--- config.mk ---
export PLATFORM = sky130hd
export DESIGN_NAME = uart_main
export DESIGN_NICKNAME = d
export VERILOG_FILES = /design/src/rtl/uart_main.sv
export SDC_FILE = /design/constraint.sdc
export NUM_CORES = 1
export LEC_CHECK = 0
export BUFFER_PORTS_ARGS = -buffer_cell sky130_fd_sc_hd__buf_2
export CAP_MARGIN = 0
export CELL_PAD_IN_SITES_DETAIL_PLACEMENT = 0
export CELL_PAD_IN_SITES_GLOBAL_PLACEMENT = 2
export CORE_MARGIN = 1
export CORE_UTILIZATION = 40
export CTS_CLUSTER_SIZE = 20
export DETAILED_ROUTE_END_ITERATION = 8
export HOLD_SLACK_MARGIN = 0.12
export MAX_ROUTING_LAYER = met4
export PLACE_DENSITY = 0.84
export REMOVE_ABC_BUFFERS = 1
export SLEW_MARGIN = 20
export SYNTH_ARGS = -nofsm -noshare
export SYNTH_HDL_FRONTEND = slang
export SYNTH_SLANG_ARGS = --single-unit
--- constraint.sdc ---
create_clock -name user_clock -period 3.4 [get_ports user_clock]
set_input_delay 0.34 -clock user_clock [delete_from_list [all_inputs] [get_ports user_clock]]
set_output_delay 0.34 -clock user_clock [all_outputs]
set_load 0.03 [all_outputs]
--- src/rtl/uart_main.sv ---
// 8N1 UART: one TX frame per send_trigger rising edge, LED toggle per valid RX byte.
// Optional feature: define UART_ECHO_EN to retransmit every valid received byte.
module uart_main #(
  parameter int unsigned CLK_FREQ_HZ  = 50_000_000,
  parameter int unsigned BAUD         = 115_200,
  parameter int unsigned CLKS_PER_BIT = CLK_FREQ_HZ / BAUD
) (
  input  logic       user_clock,
  input  logic       rst,
  input  logic       usb_rs232_rxd,
  input  logic       send_trigger,
  input  logic [7:0] send_data,
  output logic       usb_rs232_txd,
  output logic       gpio_led1
);

  localparam int unsigned CW = $clog2(CLKS_PER_BIT);
  localparam logic [CW-1:0] BIT_LAST  = CW'(CLKS_PER_BIT - 1);
  localparam logic [CW-1:0] HALF_LAST = CW'(CLKS_PER_BIT / 2 - 1);

  typedef enum logic [1:0] {ST_IDLE, ST_START, ST_DATA, ST_STOP} state_t;

  logic          trig_q, trig_prev, trig_rise;
  logic          rx_s1, rx_s2;
  state_t        tx_state, tx_state_n, rx_state, rx_state_n;
  logic [CW-1:0] tx_cnt, tx_cnt_n, rx_cnt, rx_cnt_n;
  logic [2:0]    tx_bit, tx_bit_n, rx_bit, rx_bit_n;
  logic [7:0]    tx_data, tx_data_n;
  logic          rx_hold, rx_hold_n, rx_valid;
  logic          txd_d, led_d;
`ifdef UART_ECHO_EN
  logic          echo_valid, echo_valid_n, echo_take;
  logic [7:0]    echo_data, echo_data_n, rx_shift, rx_shift_n;
`endif

  assign trig_rise = trig_q & ~trig_prev;

  // State and datapath registers
  always_ff @(posedge user_clock or posedge rst) begin
    if (rst) begin
      trig_q        <= 1'b0;
      trig_prev     <= 1'b0;
      rx_s1         <= 1'b1;
      rx_s2         <= 1'b1;
      tx_state      <= ST_IDLE;
      tx_cnt        <= '0;
      tx_bit        <= '0;
      tx_data       <= '0;
      rx_state      <= ST_IDLE;
      rx_cnt        <= '0;
      rx_bit        <= '0;
      rx_hold       <= 1'b0;
      usb_rs232_txd <= 1'b1;
      gpio_led1     <= 1'b0;
`ifdef UART_ECHO_EN
      echo_valid    <= 1'b0;
      echo_data     <= '0;
      rx_shift      <= '0;
`endif
    end else begin
      trig_q        <= send_trigger;
      trig_prev     <= trig_q;
      rx_s1         <= usb_rs232_rxd;
      rx_s2         <= rx_s1;
      tx_state      <= tx_state_n;
      tx_cnt        <= tx_cnt_n;
      tx_bit        <= tx_bit_n;
      tx_data       <= tx_data_n;
      rx_state      <= rx_state_n;
      rx_cnt        <= rx_cnt_n;
      rx_bit        <= rx_bit_n;
      rx_hold       <= rx_hold_n;
      usb_rs232_txd <= txd_d;
      gpio_led1     <= led_d;
`ifdef UART_ECHO_EN
      echo_valid    <= echo_valid_n;
      echo_data     <= echo_data_n;
      rx_shift      <= rx_shift_n;
`endif
    end
  end

  // Next-state logic for both FSMs
  always_comb begin
    tx_state_n = tx_state;
    tx_cnt_n   = tx_cnt + CW'(1);
    tx_bit_n   = tx_bit;
    tx_data_n  = tx_data;
    rx_state_n = rx_state;
    rx_cnt_n   = rx_cnt + CW'(1);
    rx_bit_n   = rx_bit;
    rx_hold_n  = rx_hold & ~rx_s2;
    rx_valid   = 1'b0;
`ifdef UART_ECHO_EN
    echo_take  = 1'b0;
    rx_shift_n = rx_shift;
`endif

    unique case (tx_state)
      ST_IDLE: begin
        tx_cnt_n = '0;
        if (trig_rise) begin
          tx_state_n = ST_START;
          tx_data_n  = send_data;
        end
`ifdef UART_ECHO_EN
        else if (echo_valid) begin
          tx_state_n = ST_START;
          tx_data_n  = echo_data;
          echo_take  = 1'b1;
        end
`endif
      end
      ST_START: if (tx_cnt == BIT_LAST) begin
        tx_state_n = ST_DATA;
        tx_cnt_n   = '0;
        tx_bit_n   = '0;
      end
      ST_DATA: if (tx_cnt == BIT_LAST) begin
        tx_cnt_n = '0;
        if (tx_bit == 3'd7) tx_state_n = ST_STOP;
        else                tx_bit_n   = tx_bit + 3'd1;
      end
      default: if (tx_cnt == BIT_LAST) begin
        tx_state_n = ST_IDLE;
        tx_cnt_n   = '0;
      end
    endcase

    // A line left low by a framing error must be seen high before re-arming
    unique case (rx_state)
      ST_IDLE: begin
        rx_cnt_n = '0;
        if (!rx_s2 && !rx_hold) rx_state_n = ST_START;
      end
      ST_START: if (rx_cnt == HALF_LAST) begin
        rx_cnt_n   = '0;
        rx_bit_n   = '0;
        rx_state_n = rx_s2 ? ST_IDLE : ST_DATA;
      end
      ST_DATA: if (rx_cnt == BIT_LAST) begin
        rx_cnt_n = '0;
`ifdef UART_ECHO_EN
        rx_shift_n = {rx_s2, rx_shift[7:1]};
`endif
        if (rx_bit == 3'd7) rx_state_n = ST_STOP;
        else                rx_bit_n   = rx_bit + 3'd1;
      end
      default: if (rx_cnt == BIT_LAST) begin
        rx_cnt_n   = '0;
        rx_state_n = ST_IDLE;
        if (rx_s2) rx_valid  = 1'b1;
        else       rx_hold_n = 1'b1;
      end
    endcase

`ifdef UART_ECHO_EN
    echo_valid_n = echo_valid & ~echo_take;
    echo_data_n  = echo_data;
    if (rx_valid) begin
      echo_valid_n = 1'b1;
      echo_data_n  = rx_shift;
    end
`endif
  end

  // Registered-output values derived from the upcoming state
  always_comb begin
    txd_d = 1'b1;
    led_d = gpio_led1 ^ rx_valid;
    unique case (tx_state_n)
      ST_START: txd_d = 1'b0;
      ST_DATA:  txd_d = tx_data_n[tx_bit_n];
      default:  txd_d = 1'b1;
    endcase
  end

endmodule

# Word-level counts from Yosys, hierarchy flattened
# Index checks and enable logic that the tools add are counted.
# totals
regBits	43
input_bits	12
out_inout_bits	2
wordCells	87
# classes
n_addsub	4
magnitude_cmp	1
eq_ne	16
muxes	37
n_bitwise	5
n_reduce_logical	10
# op_table
cell	count
$mux 9	4
$mux 2	11
$add 9x1->9 const B	2
$eq 9x9->1 const B	2
$mux 3	6
$pmux 9 s2	1
$mux 8	2
$pmux 2 s3	2
$pmux 3 s2	2
$ne 2x2->1 const B	5
$eq 9x8->1 const B	1
$mux 1	7
$add 3x1->3 const B	2
$eq 2x1->1 const B	3
$eq 2x2->1 const B	3
$eq 3x3->1 const B	2
$reduce_and 5->1	1
$logic_not 2->1	2
$lt 3x4->1 const B	1
$reduce_and 4->1	1
$bmux 1 s3	1
$reduce_bool 3->1	1
$reduce_or 3->1	1
$and 1x1->1	2
6 further kinds	8

# Logic depth before layout (Yosys ltp)
# Gate-level depths: netlist (run 1).
# logic_depth
ltp_word	7
depth_mapped	9
mapped_depth_nobuf	9

# Least setup slack after synthesis (run 1)
# Ideal clock, no wire load.
# synth_timing
kind	reg2reg
from	reg tx_cnt[1]
to	reg usb_rs232_txd
setup_time_ps	80
t_arrival_ps	2569
required_ps	3320
path_slack_ps	750
stages_incl_launch_ff	10
n_path_buf	0
period_less_slack_ps	2650
path_cell_list	dfrtp_1 > inv_1 > ha_1 > and4b_4 > nand3_2 > and3_1 > a211oi_2 > mux4_1 > or4b_1 > o221a_2
# synth_via
elab_chain_len	6
word_cells_on_any_way	13
cone_classes	eq/ne: 3; mux: 10
# synth_rtl
item	line	source
start: declaration	26	logic [CW-1:0] tx_cnt, tx_cnt_n, rx_cnt, rx_cnt_n;
start signal: assignment	66	tx_cnt <= tx_cnt_n;
$eq 9x9->1 *	114, 119, 124	
$mux 3, on equally long branches	119, 114	
$pmux 3 s2	99	unique case (tx_state)
$bmux 1 s3	173	ST_DATA: txd_d = tx_data_n[tx_bit_n];
$mux 1 (not written as such)	173	
$pmux 1 s2 *	171	unique case (tx_state_n)
via txd_d	30	logic txd_d, led_d;
end signal: assignment	73	usb_rs232_txd <= txd_d;
end: declaration	13	output logic usb_rs232_txd,
# The timed path passes the listed nets; every way through them passes the cells marked *. The select of a mux whose other input is x is not followed.
# A chain may end at the register's enable or synchronous reset.

# Worst setup path in the final report (run 1)
# Same ends and word-level chain as after synthesis.

==> impl_metrics.env, run 1 <==
export IMPL_syn_avg_cell_area_um2=10.9
export IMPL_gp_congestion=0.840
export IMPL_initialDrtViolationCount=88
export IMPL_ys_flop_type="dfrtp_1"
export IMPL_area_growth_syn_to_layout_pct=14.1
export IMPL_clk_latency_ns=0.29
export IMPL_cts_made_buffers=5
export IMPL_totalWireLength_um=3880
export IMPL_final_setup_viol_count=0
export IMPL_cp_max_fo=4
export IMPL_relSlewSlack_pct=44.8
export IMPL_multi_input_area_um2=1030
export IMPL_firstDrtPassIters=4
export IMPL_min_period_over_period_pct=82.4
export IMPL_clock_path_buffers=2
export IMPL_grt_overflow=0
export IMPL_numClockSinks=43
export IMPL_synth_most_common_cell="dfrtp_1"
export IMPL_htree_levels=2
export IMPL_fillers=473
export IMPL_powerDensity_nw_per_um2=556
export IMPL_setup_ws_ns=0.599
export IMPL_clk_pin_slew_ns=0.08
export IMPL_reg2reg_depth=9
export IMPL_hpwlAfterDp_um=2930
export IMPL_dr_total_vias=1484
export IMPL_critPathKind="reg2reg"
export IMPL_grt_setup_unrepaired="false"
export IMPL_synth_warnings=0
export IMPL_start_util_pct=41.9
export IMPL_critPathRequiredTime_ns=3.63
export IMPL_dieHeight_um=75.6
export IMPL_drive_gt1_share_pct=19.0
export IMPL_ys_seq_area_share_pct=49.8
export IMPL_antenna_found_initial=0
export IMPL_ir_drop_v=0.000302
export IMPL_worstSetupEndpointType="flip-flop"
export IMPL_cts_tree="yes"
export IMPL_synth_distinct_cells=45
export IMPL_hold_class="in2reg"
export IMPL_ys_async_sr_fraction_pct=100
export IMPL_holdPathStages=1
export IMPL_fmaxAchievable_mhz=357
export IMPL_n_antenna_cell=0
export IMPL_wl_per_cell_um=13.3
export IMPL_num_io_pins=14
export IMPL_die_area_um2=5720
export IMPL_die_w_um=75.6
export IMPL_min_period_ns=2.80
export IMPL_synthCells=199
export IMPL_postCtsSetupRepairBufs=0
export IMPL_fin_cells=291
export IMPL_track_usage_pct=16.1
export IMPL_synthTopCellsByArea="dfrtp_1 (46%), ha_1 (7.5%), mux2_2 (4.2%)"
export IMPL_cp_arrival_ns=3.03
export IMPL_ys_ff_latch=43
export IMPL_maxSlewViolCount=0
export IMPL_vias_per_cell=5.10
export IMPL_fin_tns_setup_ns=0
export IMPL_finalHoldViolCount=0
export IMPL_skew_ns=0.00941
export IMPL_grt_pass1_wl_um=6700
export IMPL_syn_cell_area_um2=2170
export IMPL_crit_path_top_delay_cell="mux4_1"
export IMPL_ctsRootBufferMaster="clkbuf_8"
export IMPL_grt_max_degree=22
export IMPL_maxCapViolCount=0
export IMPL_first_global_vias=1482
export IMPL_power_static_leakage_nw=1.14
export IMPL_cts_repair_resized=0
export IMPL_whs_ns=0.153
export IMPL_final_core_util_pct=47.9
export IMPL_tightest_slew_ns=0.804
export IMPL_crit_chain="inv_1 -> ha_1 -> and4b_4 -> nand3_2 -> and3_1 -> a211oi_2 -> mux4_1 -> or4b_1 -> o221a_2"
export IMPL_port_buffers=13
export IMPL_netlist_area_leader_share_pct=46.1
export IMPL_synth_common_cells="dfrtp_1 (40), nor2_1 (23), nand2_1 (15)"
export IMPL_dpl_cell_count=282
export IMPL_register_area_um2=1080
export IMPL_pre_cts_ws_ns=0.621
export IMPL_fin_nets=245
export IMPL_row_count=26
export IMPL_crit_path_start_kind="flip-flop"
export IMPL_synth_top_area_cell="dfrtp_1"
export IMPL_critPathMaxStageDelay_ns=0.59
export IMPL_ant_nets=0
export IMPL_run_status="complete, no violations"
export IMPL_core_area_um2=5170
export IMPL_drc_errors=0
export IMPL_synth_edff_count=0
## where the power goes
group	switching, mW	internal (mW)	leakage [nW]
Clock	0.169	0.294	0.0654
Sequential	0.0374	0.592	0.548
Combinational	0.150	0.135	0.531
## logic make-up (layout without fill, tap and decap cells)
| logic type | count (synthesis) | count (layout) | share of synthesized area [%] |
|---|---|---|---|
| buffers and inverters | 15 | 37 | 2.59 |
| muxes | 14 | 14 | 7.67 |
| adders and majority gates | 13 | 13 | 7.50 |
| xor gates and xnor gates | 14 | 14 | 5.65 |
| DFF | 43 | 43 | 49.8 |
| and+or+nand+nor | 75 | 75 | 18.5 |
| AOI/OAI and AO/OA | 25 | 25 | 8.36 |
## registers in the layout, summed over array words and instances (netlist names)
name	flops
gpio_led1	1
rx_bit	3
rx_cnt	9
rx_hold	1
rx_s1	1
rx_s2	1
rx_state	2
trig_prev	1
trig_q	1
tx_bit	3
tx_cnt	9
tx_data	8
tx_state	2
usb_rs232_txd	1
## worst max-delay path: cells and delay by family (launching register included)
kind | cells | cell delay [ns]
buffers and inverters | 1 | 0.07
AOI/OAI and AO/OA | 2 | 0.51
DFF | 1 | 0.41
adders and majority gates | 1 | 0.13
and+or+nand+nor | 4 | 1.02
muxes | 1 | 0.59
## metrics by stage
step	power, mW	area [µm²]
global route	1.46	2480
global placement	0.907	2330
finish	1.38	2480
CTS	1.40	2470
detailed placement	0.926	2330
floorplan	0.851	2160
## layout make-up
cell class	count	share of cell area [%]
flip-flops and latches	43	43.6
multi-input cells	141	41.7
clock inverters	2	2.43
clock buffers	6	2.93
repair buffers	17	3.94
inverters	12	1.82
well taps	70	3.54
## cell usage in the layout (no fill, tap or decap), drive strengths merged, types with 2 or more instances in the layout
| cell type | count |
|---|---|
| xnor2 | 5 |
| nand3 | 10 |
| nor2 | 23 |
| inv | 12 |
| o21ai | 6 |
| xor2 | 9 |
| and2 | 3 |
| mux2i | 5 |
| nand4 | 3 |
| mux2 | 8 |
| nor3 | 4 |
| nand3b | 2 |
| a22oi | 3 |
| dfrtp | 40 |
| a21o | 3 |
| and3 | 3 |
| or4b | 2 |
| o32a | 2 |
| buf | 16 |
| nand2 | 16 |
| dfstp | 3 |
| a31oi | 2 |
| bufinv | 2 |
| a21oi | 3 |
| clkbuf | 6 |
| ha | 13 |
## per-layer routing
layer	wire length [µm]	GRT usage [%]
met1	1780	20.3
met4	60	5.97
met2	1930	25.7
met5	0	-
met3	101	3.44
## repair_timing
item	4_1_cts	5_1_grt
endpoints found under the hold margin	0	1
hold buffers	0	1
setup endpoints to repair	0	0
## final timing paths
path                                  to  slack (ns)         start
max                        usb_rs232_txd        0.60     tx_cnt[1]
min                               trig_q        0.15  send_trigger
max reg2reg                usb_rs232_txd        0.60     tx_cnt[1]
min reg2reg                        rx_s2        0.36         rx_s1
max in group asynchronous  usb_rs232_txd        2.47           rst
min in group asynchronous      tx_cnt[0]        0.17           rst
Note: power is estimated with default switching activity, not from simulation.
==> run 2, diff against run 1 <==
--- a/config.mk
+++ b/config.mk
@@ -10,12 +10,12 @@
 export CELL_PAD_IN_SITES_DETAIL_PLACEMENT = 0
 export CELL_PAD_IN_SITES_GLOBAL_PLACEMENT = 2
 export CORE_MARGIN = 1
-export CORE_UTILIZATION = 40
+export CORE_UTILIZATION = 36
 export CTS_CLUSTER_SIZE = 20
 export DETAILED_ROUTE_END_ITERATION = 8
 export HOLD_SLACK_MARGIN = 0.12
 export MAX_ROUTING_LAYER = met4
-export PLACE_DENSITY = 0.84
+export PLACE_DENSITY = 0.8
 export REMOVE_ABC_BUFFERS = 1
 export SLEW_MARGIN = 20
 export SYNTH_ARGS = -nofsm -noshare
==> constraint.sdc (replaced) <==
create_clock -name user_clock -period 2.51 [get_ports user_clock]
set_input_delay 0.251 -clock user_clock [delete_from_list [all_inputs] [get_ports user_clock]]
set_output_delay 0.251 -clock user_clock [all_outputs]
set_load 0.03 [all_outputs]
==> impl_metrics.env, run 2 (same netlist as run 1, synthesis figures left out) <==
export IMPL_run_status="finished, violations left"
export IMPL_violations="negative setup slack"
export IMPL_pre_cts_ws_ns=-0.113
export IMPL_htree_levels=2
export IMPL_cts_tree="yes"
export IMPL_hold_class="in2reg"
export IMPL_first_global_vias=1605
export IMPL_gp_congestion=0.827
export IMPL_n_antenna_cell=0
export IMPL_track_usage_pct=15.1
export IMPL_ant_nets=0
export IMPL_critPathKind="reg2reg"
export IMPL_layout_commonest_cell="dfrtp_1"
export IMPL_cp_arrival_ns=2.81
export IMPL_drive_gt1_share_pct=27.6
export IMPL_die_w_um=79.6
export IMPL_maxSlewViolCount=0
export IMPL_powerDensity_nw_per_um2=707
export IMPL_vias_per_cell=4.78
export IMPL_crit_path_start_kind="flip-flop"
export IMPL_top_regs="rx_cnt: 9 flops, tx_cnt: 9 flops, tx_data: 8 flops"
export IMPL_tightest_slew_ns=0.729
export IMPL_dr_total_vias=1521
export IMPL_maxCapViolCount=0
export IMPL_num_io_pins=14
export IMPL_r2r_start="tx_cnt[1]"
export IMPL_fin_tns_setup_ns=-0.0716
export IMPL_area_growth_syn_to_layout_pct=22.6
export IMPL_min_period_ns=2.58
export IMPL_setup_ws_ns=-0.0716
export IMPL_grt_max_degree=22
export IMPL_fillers=543
export IMPL_core_area_um2=5640
export IMPL_final_setup_viol_count=1
export IMPL_totalWireLength_um=3940
export IMPL_ctsRootBufferMaster="clkbuf_8"
export IMPL_antenna_found_initial=0
export IMPL_clock_path_buffers=2
export IMPL_firstDrtPassIters=4
export IMPL_relSlewSlack_pct=51.1
export IMPL_power_static_leakage_nw=1.26
export IMPL_dieHeight_um=79.6
export IMPL_numClockSinks=43
export IMPL_reg2reg_depth=9
export IMPL_holdPathStages=2
export IMPL_critPathRequiredTime_ns=2.74
export IMPL_r2r_end="usb_rs232_txd"
export IMPL_hold_path_endpoint="tx_data[3]"
export IMPL_grt_setup_unrepaired="true"
export IMPL_cp_max_fo=3
export IMPL_grt_overflow=0
export IMPL_hpwlAfterDp_um=2910
export IMPL_skew_ns=0.00520
export IMPL_min_period_over_period_pct=103
export IMPL_cts_made_buffers=5
export IMPL_drc_errors=0
export IMPL_worstSetupEndpointType="flip-flop"
export IMPL_fin_nets=270
export IMPL_min_delay_start="send_data[3]"
export IMPL_die_area_um2=6340
export IMPL_initialDrtViolationCount=41
export IMPL_fmaxAchievable_mhz=387
export IMPL_final_cell_mix="dfrtp_1 (40), buf_4 (26), nor2_1 (23), nand2_1 (15)"
export IMPL_start_util_pct=38.5
export IMPL_finalHoldViolCount=0
export IMPL_row_count=27
export IMPL_rrSetupSlack_ns=-0.07
export IMPL_clk_pin_slew_ns=0.09
export IMPL_port_buffers=13
export IMPL_clk_latency_ns=0.30
export IMPL_wl_per_cell_um=12.4
export IMPL_ir_drop_v=0.000421
export IMPL_grt_pass1_wl_um=7160
==> run 2: timing repair <==
action	4_1_cts	5_1_grt
buffers inserted	1	2
resized for setup	3	0
endpoints found under the hold margin	20	0
pin swaps	2	2
setup endpoints to repair	1	1
hold buffers	3	0
==> run 2: power by group <==
| group | switching [mW] | internal (mW) |
|---|---|---|
| Combinational | 0.240 | 0.269 |
| Sequential | 0.0323 | 0.801 |
| Clock | 0.244 | 0.296 |
| Total | 0.516 | 1.37 |
==> run 2: how the worst max path moves through the flow <==
stage / start / to
6_report: tx_cnt[1] / usb_rs232_txd
5_1_grt: tx_cnt[1] / usb_rs232_txd
4_1_cts: tx_cnt[1] / usb_rs232_txd
3_5_place_dp: tx_cnt[1] / usb_rs232_txd
3_3_place_gp: tx_cnt[1] / usb_rs232_txd
2_1_floorplan: tx_cnt[1] / usb_rs232_txd
==> run 2: layout make-up <==
class / instances / area [µm²] / area share (%)
flip-flops and latches: 43 / 1080 / 40.6
repair buffers: 42 / 290 / 10.9
clock buffers: 5 / 68.8 / 2.59
multi-input cells: 141 / 1040 / 39.2
inverters: 12 / 45.0 / 1.69
clock inverters: 3 / 43.8 / 1.65
well taps: 72 / 90.1 / 3.39
==> run 2: per-stage QoR <==
step	power (mW)	util, %	std cells	instance area [µm²]	hold slack [ns]
after floorplan	1.15	-	196	2160	0.255
after global placement	1.32	44.1	304	2490	0.323
after detailed placement	1.32	44.1	304	2490	0.317
after CTS	1.89	46.9	316	2650	0.194
after global routing	2.00	47.2	318	2660	0.202
final	1.88	47.2	318	2660	0.204
==> run 2: layer usage <==
metal	vias up	part of all wire, %	global-route usage [%]
met3	6	2.8	3.43
met1	709	51	20.1
met2	20	45	22.7
met4	0	1.3	4.91
met5	-	0	-
li1	786	-	-
==> run 2: worst max-delay path, stage by stage, from the launching register on <==
cell and delay (ns):
dfrtp_1 0.39, inv_1 0.05, ha_1 0.13, and4b_4 0.25, nand2_2 0.06, a21o_1 0.19, a211oi_4 0.30, mux4_2 0.53
or4b_1 0.47, o221a_2 0.13
==> run 3, diff against run 2 <==
--- a/config.mk
+++ b/config.mk
@@ -10,14 +10,14 @@
 export CELL_PAD_IN_SITES_DETAIL_PLACEMENT = 0
 export CELL_PAD_IN_SITES_GLOBAL_PLACEMENT = 2
 export CORE_MARGIN = 1
-export CORE_UTILIZATION = 36
+export CORE_UTILIZATION = 43
 export CTS_CLUSTER_SIZE = 20
 export DETAILED_ROUTE_END_ITERATION = 8
 export HOLD_SLACK_MARGIN = 0.12
 export MAX_ROUTING_LAYER = met4
-export PLACE_DENSITY = 0.8
+export PLACE_DENSITY = 0.89
 export REMOVE_ABC_BUFFERS = 1
-export SLEW_MARGIN = 20
+export SLEW_MARGIN = 40
 export SYNTH_ARGS = -nofsm -noshare
 export SYNTH_HDL_FRONTEND = slang
 export SYNTH_SLANG_ARGS = --single-unit
==> constraint.sdc (replaced) <==
create_clock -name user_clock -period 3.2 [get_ports user_clock]
set_input_delay 0.32 -clock user_clock [delete_from_list [all_inputs] [get_ports user_clock]]
set_output_delay 0.32 -clock user_clock [all_outputs]
set_load 0.03 [all_outputs]
==> impl_metrics.env, run 3 (same netlist as run 1, synthesis figures left out) <==
export IMPL_hpwlAfterDp_um=2670
export IMPL_min_period_over_period_pct=88.3
export IMPL_fin_nets=244
export IMPL_place_area_um2=2320
export IMPL_final_cell_mix="dfrtp_1 (40), nor2_1 (23), nand2_1 (15), ha_1 (13), buf_2 (13)"
export IMPL_dr_total_vias=1492
export IMPL_clock_path_buffers=2
export IMPL_antenna_found_initial=0
export IMPL_crit_path_start_kind="flip-flop"
export IMPL_maxCapViolCount=0
export IMPL_port_buffers=13
export IMPL_skew_ns=0.00323
export IMPL_wl_per_cell_um=13.0
export IMPL_fillers=438
export IMPL_start_util_pct=45.3
export IMPL_vias_per_cell=5.20
export IMPL_critPathMaxStageDelay_ns=0.59
export IMPL_dieHeight_um=73.0
export IMPL_final_setup_viol_count=0
export IMPL_die_area_um2=5330
export IMPL_grt_setup_unrepaired="false"
export IMPL_crit_chain="inv_1 -> ha_1 -> inv_1 -> a21o_1 -> a211oi_2 -> mux4_1 -> or4b_1 -> o221a_2"
export IMPL_layout_commonest_cell="dfrtp_1"
export IMPL_postCtsSetupRepairBufs=0
export IMPL_min_period_ns=2.83
export IMPL_relSlewSlack_pct=49.4
export IMPL_worst_path_most_repeated_cell="inv_1"
export IMPL_grt_overflow=0
export IMPL_clk_pin_slew_ns=0.08
export IMPL_numClockSinks=43
export IMPL_totalWireLength_um=3730
export IMPL_fmaxAchievable_mhz=354
export IMPL_htree_levels=2
export IMPL_drive_gt1_share_pct=18.6
export IMPL_setup_ws_ns=0.375
export IMPL_track_usage_pct=16.5
export IMPL_postLayoutCellArea_um2=2420
export IMPL_fin_tns_setup_ns=0
export IMPL_grt_max_degree=44
export IMPL_tightest_slew_ns=0.738
export IMPL_clk_latency_ns=0.29
export IMPL_crit_path_top_delay_cell="mux4_1"
export IMPL_row_count=25
export IMPL_powerDensity_nw_per_um2=535
export IMPL_cp_arrival_ns=3.05
export IMPL_gp_congestion=0.790
export IMPL_cts_made_buffers=5
export IMPL_critPathBufInv=2
export IMPL_top_regs="rx_cnt: 9 flops, tx_cnt: 9 flops, tx_data: 8 flops"
export IMPL_critical_path_top_delay_family="compound AO/OA/AOI/OAI gates"
export IMPL_ant_nets=0
export IMPL_initialDrtViolationCount=66
export IMPL_core_area_um2=4790
export IMPL_firstDrtPassIters=4
export IMPL_dpl_cell_count=278
export IMPL_area_growth_syn_to_layout_pct=11.4
export IMPL_drc_errors=0
export IMPL_ir_drop_v=0.000342
export IMPL_die_w_um=73.0
export IMPL_critPathRequiredTime_ns=3.42
export IMPL_maxSlewViolCount=0
export IMPL_critPathKind="reg2reg"
export IMPL_worstSetupEndpointType="flip-flop"
export IMPL_first_global_vias=1487
export IMPL_ctsRootBufferMaster="clkbuf_8"
export IMPL_run_status="complete, no violations"
export IMPL_power_static_leakage_nw=1.12
export IMPL_fin_cells=287
export IMPL_cts_tree="yes"
export IMPL_hold_class="in2async"
export IMPL_finalHoldViolCount=0
export IMPL_num_io_pins=14
export IMPL_grt_pass1_wl_um=6460
export IMPL_cp_max_fo=5
export IMPL_pre_cts_ws_ns=0.393
export IMPL_n_antenna_cell=0
[run 3: area by class of cell]
type                            instances  area (µm²)  area share, %
Sequential cell                        43        1080           44.7
Multi-Input combinational cell        141        1030           42.8
Timing Repair Buffer                   16        90.1           3.73
Tap cell                               67        83.8           3.47
Clock buffer                            6        72.6           3.00
Inverter                               12        45.0           1.86
Clock inverter                          2        12.5          0.518
[run 3: power breakdown]
part | total (mW) | internal (mW) | leakage [nW] | switching (mW)
combinational | 0.298 | 0.142 | 0.526 | 0.156
sequential | 0.664 | 0.629 | 0.548 | 0.0358
clock | 0.331 | 0.152 | 0.0412 | 0.179
[run 3: metal layers]
layer,vias to the layer above,track usage [%],wire (µm)
met4,0,9.15,73
met5,-,-,0
met3,8,3.45,94
met1,730,19.7,1780
li1,729,-,-
met2,25,26.0,1780
[run 3: per-stage QoR]
stage	utilization, %	power [mW]	hold slack [ns]
detailed placement	48.5	0.973	0.351
finish	50.5	1.29	0.136
CTS	50.5	1.31	0.127
floorplan	-	0.904	0.324
global route	50.5	1.37	0.132
global placement	48.5	0.962	0.353
[run 3: final timing paths]
path                       cells after the start       endpoint  slack (ns)         start
max                                            8  usb_rs232_txd        0.37   tx_state[1]
min                                            3      rx_cnt[3]        0.14           rst
max reg2reg                                    8  usb_rs232_txd        0.37   tx_state[1]
min reg2reg                                    0          rx_s2        0.36         rx_s1
max in group asynchronous                      3  usb_rs232_txd        2.68           rst
min in group user_clock                        1         trig_q        0.14  send_trigger
[run 3: worst register-to-register path: stages, from the launching register on]
cell      delay, ns
dfrtp_1        0.44
inv_1          0.12
ha_1           0.35
inv_1          0.07
a21o_1         0.17
a211oi_2       0.42
mux4_1         0.59
or4b_1         0.47
o221a_2        0.13
[run 3: timing repair]
item                                   4_1_cts  5_1_grt
hold buffers                                 1        0
endpoints found under the hold margin        1        0
resized for setup                            0        0
